--- src/rtl/div_unit.sv ---
// Multi-cycle restoring divider for DIV/DIVU: one quotient bit per cycle,
// sign correction and divide-by-zero handling applied in a final FIX cycle.
module div_unit #(
  parameter int WIDTH = 32
) (
  input  logic             clk,
  input  logic             rst,
  input  logic             start,
  input  logic             is_signed,
  input  logic [WIDTH-1:0] dividend,
  input  logic [WIDTH-1:0] divisor,
  output logic             busy,
  output logic             done,
  output logic [WIDTH-1:0] hi,
  output logic [WIDTH-1:0] lo
);

  localparam int CW = $clog2(WIDTH);

  typedef enum logic [1:0] {IDLE, CALC, FIX, DONE} state_t;

  state_t           state_reg, state_next;
  logic             accept;
  logic [CW-1:0]    count_reg;
  logic [WIDTH-1:0] rem_reg, quo_reg, dmag_reg, dvd_reg;
  logic             neg_q_reg, neg_r_reg;
  logic [WIDTH-1:0] hi_reg, lo_reg;

  logic [WIDTH-1:0] mag_a, mag_b;
  logic [WIDTH:0]   shifted, diff;
  logic             no_borrow;
  logic [WIDTH-1:0] rem_step, quo_step;

  always_comb begin
    state_next = state_reg;
    accept     = 1'b0;
    busy       = 1'b0;
    done       = 1'b0;
    case (state_reg)
      IDLE: begin
        if (start) begin
          accept     = 1'b1;
          state_next = CALC;
        end
      end
      CALC: begin
        busy = 1'b1;
        if (count_reg == CW'(WIDTH - 1)) state_next = FIX;
      end
      FIX: begin
        busy       = 1'b1;
        state_next = DONE;
      end
      DONE: begin
        done = 1'b1;
        if (start) begin
          accept     = 1'b1;
          state_next = CALC;
        end else begin
          state_next = IDLE;
        end
      end
      default: state_next = IDLE;
    endcase
  end

  // Negating 0x80..0 yields 0x80..0, which is the correct magnitude when read unsigned.
  always_comb begin
    mag_a = (is_signed && dividend[WIDTH-1]) ? -dividend : dividend;
    mag_b = (is_signed && divisor[WIDTH-1])  ? -divisor  : divisor;
  end

  // Remainder stays below the divisor magnitude, so the shifted value needs one extra bit.
  always_comb begin
    shifted   = {rem_reg, quo_reg[WIDTH-1]};
    diff      = shifted - {1'b0, dmag_reg};
    no_borrow = ~diff[WIDTH];
    rem_step  = no_borrow ? diff[WIDTH-1:0] : shifted[WIDTH-1:0];
    quo_step  = {quo_reg[WIDTH-2:0], no_borrow};
  end

  always_ff @(posedge clk) begin
    if (rst) begin
      state_reg <= IDLE;
      count_reg <= '0;
      rem_reg   <= '0;
      quo_reg   <= '0;
      dmag_reg  <= '0;
      dvd_reg   <= '0;
      neg_q_reg <= 1'b0;
      neg_r_reg <= 1'b0;
      hi_reg    <= '0;
      lo_reg    <= '0;
    end else begin
      state_reg <= state_next;
      if (accept) begin
        quo_reg   <= mag_a;
        dmag_reg  <= mag_b;
        dvd_reg   <= dividend;
        rem_reg   <= '0;
        count_reg <= '0;
        neg_q_reg <= is_signed & (dividend[WIDTH-1] ^ divisor[WIDTH-1]);
        neg_r_reg <= is_signed & dividend[WIDTH-1];
      end else if (state_reg == CALC) begin
        rem_reg   <= rem_step;
        quo_reg   <= quo_step;
        count_reg <= count_reg + CW'(1);
      end else if (state_reg == FIX) begin
        if (dmag_reg == '0) begin
          lo_reg <= '1;
          hi_reg <= dvd_reg;
        end else begin
          lo_reg <= neg_q_reg ? -quo_reg : quo_reg;
          hi_reg <= neg_r_reg ? -rem_reg : rem_reg;
        end
      end
    end
  end

  assign hi = hi_reg;
  assign lo = lo_reg;

endmodule

--- config.mk ---
export PLATFORM = sky130hd
export DESIGN_NAME = div_unit
export DESIGN_NICKNAME = d
export VERILOG_FILES = /design/src/rtl/div_unit.sv
export SDC_FILE = /design/constraint.sdc
export NUM_CORES = 1
export LEC_CHECK = 0
export ABC_AREA = 0
export CAP_MARGIN = 10
export CORE_MARGIN = 2
export CORE_UTILIZATION = 40
export DETAILED_ROUTE_END_ITERATION = 8
export PLACE_DENSITY = 0.66
export SLEW_MARGIN = 0
export SYNTH_ARGS = -nofsm -noshare
export SYNTH_HDL_FRONTEND = slang
export SYNTH_SLANG_ARGS = --single-unit
--- constraint.sdc ---
create_clock -name clk -period 3.5 [get_ports clk]
set_input_delay 0.35 -clock clk [delete_from_list [all_inputs] [get_ports clk]]
set_output_delay 0.35 -clock clk [all_outputs]
set_load 0.01 [all_outputs]
==> flow_metrics.py <==
metrics = {
    "setup_path": {
        "kind_of_launch_point_of_the_worst_setup_path": "flip-flop",
        "path_class": "flip-flop to flip-flop",
        "critPathRequiredTime_ps": 3860,
        "capturing_element_type_of_the_critical_path": "flip-flop",
        "critical_path_peak_fanout": 8,
        "worst_ep_arrival_time_ps": 3930,
    },
    "detailed_routing": {
        "wl_per_cell_um": 16.9,
        "m1WireLength_mm": 15.6,
        "wl_met2_mm": 17.0,
        "wl_mm": 35.1,
        "detailroute.via_count": 11482,
        "top_signal_layer_used": "met4",
        "drc": 0,
        "drt_first_pass_iters": 5,
        "route.met3.wl_mm": 1.72,
        "ant_nets": 0,
        "drt_iter0_drc": 735,
        "vias_per_cell": 5.52,
    },
    "sta": {
        "post-route-worst-setup-slack_ps": -67.1,
        "fmax_mhz": 280,
        "finalSetupViolCount": 16,
        "timing_worst_slew_pin_value_ps": 1170,
        "clock-skew-final_ps": 14.8,
        "timing.hold.ws_ps": 289,
        "layout_worst_path_cycle_share_pct": 102,
        "maxSlewHeadroom_pct": 21.9,
        "final.min_clock_period_ps": 3570,
        "timing.final.max_slew_violations": 0,
        "setup_repair_after_global_routing_missed_its_margin": "true",
        "hold_viol_final": 0,
    },
    "power_and_ir_drop": {
        "power_frac_seq_pct": 24.0,
        "cellInternalPower_uw": 8600,
        "power_switching_share_pct": 42.6,
        "max-vdd-ir-drop_mv": 0.580,
        "gate_power_share_pct": 58.5,
        "totalPowerFinal_uw": 15000,
        "switchingPower_uw": 6390,
        "total_leakage_power_uw": 0.00568,
        "share_of_power_burned_in_the_clock_network_pct": 17.5,
        "cellPowerDensity_nw_per_um2": 988,
    },
    "hold_path": {
        "type_of_the_most_critical_hold_path": "input pin to flip-flop",
    },
    "cells_and_area": {
        "most_frequent_cells_in_the_layout": "sky130_fd_sc_hd__dfxtp_1 (198), sky130_fd_sc_hd__nor2_1 (195), sky130_fd_sc_hd__a21oi_1 (142)",
        "synthToLayoutAreaGrowth_pct": 25.4,
        "fraction_of_layout_instances_using_a_drive_strength_above_1_pct": 9.12,
        "n_fill_cell": 2810,
        "num_antenna_cells": 0,
        "num-nets-final": 1783,
        "final_common_cell": "sky130_fd_sc_hd__dfxtp_1",
    },
    "yosys": {
        "synthMuxAreaShare_pct": 4.56,
        "number_of_synthesized_flops_with_an_enable_pin": 0,
        "postSynthRegisterBits": 201,
        "synth_top_family_by_area": "compound AO/OA/AOI/OAI gates",
        "yosysTopAreaCell": "sky130_fd_sc_hd__dfxtp_1",
        "synthesized_area_fraction_occupied_by_ao_oa_aoi_and_oai_cells_pct": 24.0,
        "synth_xor_area_share_pct": 10.2,
        "yosys_warnings": 0,
        "synth_top_area_share_pct": 33.3,
        "syn_inst": 1531,
        "mapped_cell_area_um2": 12100,
        "synth_cell_types": 65,
        "avg_cell_area_syn_um2": 7.90,
        "yosys.area_share.adder_pct": 4.61,
        "asyncSetResetFlopFracSynth_pct": 0,
        "post_synth_main_area_contributors": "sky130_fd_sc_hd__dfxtp_1 (33%), sky130_fd_sc_hd__nor2_1 (6.1%), sky130_fd_sc_hd__a21oi_1 (5.9%), sky130_fd_sc_hd__xor2_1 (5.8%), sky130_fd_sc_hd__a211oi_1 (5.0%)",
        "ys_seq_area_share_pct": 33.3,
        "postSynthNetCount": 1643,
        "dominantRegCellSynth": "sky130_fd_sc_hd__dfxtp_1",
        "post_synth_and_or_nand_nor_area_fraction_pct": 18.4,
    },
    "flow_run": {
        "maxCapViolations": 0,
    },
    "floorplanning": {
        "floorplan.initialDensity_pct": 40.7,
        "core.rowCount": 63,
        "design.die.area_um2": 31700,
        "io-pin-count": 134,
        "die-width_um": 178,
        "die_height_um": 178,
        "coreArea_um2": 29700,
    },
    "global_routing": {
        "first_global_vias": 10744,
        "globalRouteTotalUtil_pct": 21.5,
        "grt_overflow": 0,
        "wire_length_of_the_first_global_routing_pass_mm": 55.4,
        "grt_antenna_before_repair": 0,
        "grt_max_degree": 103,
    },
    "place": {
        "port_buffers": 133,
        "place.detailed.hpwl_mm": 25.7,
        "placement.setup.worst_slack_ps": -44.6,
        "place.gp.congestion": 0.881,
    },
    "status": {
        "status": "finished, violations left",
        "violations": "negative setup slack",
    },
    "clocking": {
        "clkSlewWorstSetupHoldPaths_ps": 60,
        "cts_made_buffers": 24,
        "numClockSinks": 201,
        "cts-htree-levels": 1,
        "tritoncts": "done",
        "clock_tree.root_cell": "sky130_fd_sc_hd__clkbuf_16",
        "clockBufferDepth": 3,
        "worst_skew_pair.late_latency_ps": 530,
    },
}
==> kinds of logic after synthesis <==
logic type / count (synthesis)
XOR/XNOR: 140
adder cells (fa/ha/maj): 44
AO/OA/AOI/OAI: 451
flip-flops: 201
multiplexers: 55
AND/OR/NAND/NOR: 481
buffers and inverters: 159
==> power by group through the flow <==
stage / clock network, µW / registers [µW] / logic, µW
after global placement: 0 / 3610 / 7910
after floorplan: 0 / 3490 / 5710
final: 2620 / 3600 / 8770
after CTS: 2670 / 3590 / 8150
after global routing: 2760 / 3690 / 9620
after detailed placement: 0 / 3630 / 8030
==> cells in the mapped netlist (9+ instances only) <==
master and n:
sky130_fd_sc_hd__nor3_1 19, sky130_fd_sc_hd__clkbuf_1 83, sky130_fd_sc_hd__ha_1 43, sky130_fd_sc_hd__nand2_1 134
sky130_fd_sc_hd__or3_1 11, sky130_fd_sc_hd__or4_1 22, sky130_fd_sc_hd__mux2i_1 54, sky130_fd_sc_hd__o22ai_1 22
sky130_fd_sc_hd__a211oi_1 81, sky130_fd_sc_hd__a311oi_1 21, sky130_fd_sc_hd__xnor2_1 59, sky130_fd_sc_hd__nor2_1 196
sky130_fd_sc_hd__nand2b_1 10, sky130_fd_sc_hd__dfxtp_1 201, sky130_fd_sc_hd__nand3_1 14, sky130_fd_sc_hd__o41ai_1 18
sky130_fd_sc_hd__nor4_1 19, sky130_fd_sc_hd__a21oi_1 142, sky130_fd_sc_hd__nand4_1 9, sky130_fd_sc_hd__o21ai_0 81
sky130_fd_sc_hd__buf_1 17, sky130_fd_sc_hd__inv_1 56, sky130_fd_sc_hd__xor2_1 80, sky130_fd_sc_hd__nor2b_1 13
sky130_fd_sc_hd__o31ai_1 26
==> layout make-up <==
class,count,area [µm²],area share (%)
timing repair buffer,216,2020,13.3
inverter,56,210,1.39
sequential,201,4030,26.6
tap,390,488,3.22
multi-input combinational,1172,7590,50.1
clock inverter,13,179,1.18
clock buffer,31,647,4.26
==> per-layer routing <==
layer	up-vias	GRT usage, %
met2	296	37.4
met5	-	0
li1	5806	-
met3	56	2.51
met1	5324	28.3
met4	0	5.36
==> per-stage QoR <==
stage | instances | util [%] | cell area (µm²) | setup TNS [ps]
finish | 2079 | 51.0 | 15200 | -510
global route | 2079 | 51.0 | 15200 | -4850
CTS | 2068 | 50.3 | 15000 | 0
detailed placement | 2021 | 47.5 | 14100 | -407
global placement | 2021 | 47.5 | 14100 | 0
floorplan | 1531 | - | 12100 | 0
==> what timing repair did <==
item,CTS,global route
setup endpoints to repair,22,33
resized for setup,0,19
pin swaps,2,21
setup buffers,3,8
hold buffers,0,0
gates cloned,0,3
==> path summary, 6_finish.rpt <==
check	start	to	slack (ps)	depth (start not counted)
setup / recovery	quo_reg[31]	rem_reg[11]	-70	14
hold reg to reg	dvd_reg[4]	dvd_reg[4]	460	2
setup reg to reg	quo_reg[31]	rem_reg[11]	-70	14
hold / removal	rst	hi[7]	290	2
==> worst max-delay path, cell delays in order, from the launching register on <==
cell	delay (ps)
sky130_fd_sc_hd__dfxtp_2	310
sky130_fd_sc_hd__inv_2	70
sky130_fd_sc_hd__ha_4	140
sky130_fd_sc_hd__fa_2	230
sky130_fd_sc_hd__nor2b_2	50
sky130_fd_sc_hd__o31a_1	320
sky130_fd_sc_hd__o41a_1	410
sky130_fd_sc_hd__a211o_1	320
sky130_fd_sc_hd__a21oi_4	210
sky130_fd_sc_hd__a21oi_4	90
sky130_fd_sc_hd__a221oi_4	410
sky130_fd_sc_hd__xnor2_4	270
sky130_fd_sc_hd__clkbuf_16	270
sky130_fd_sc_hd__mux2i_1	190
sky130_fd_sc_hd__a21oi_1	90
No activity file was read; power rests on OpenSTA's default activity.
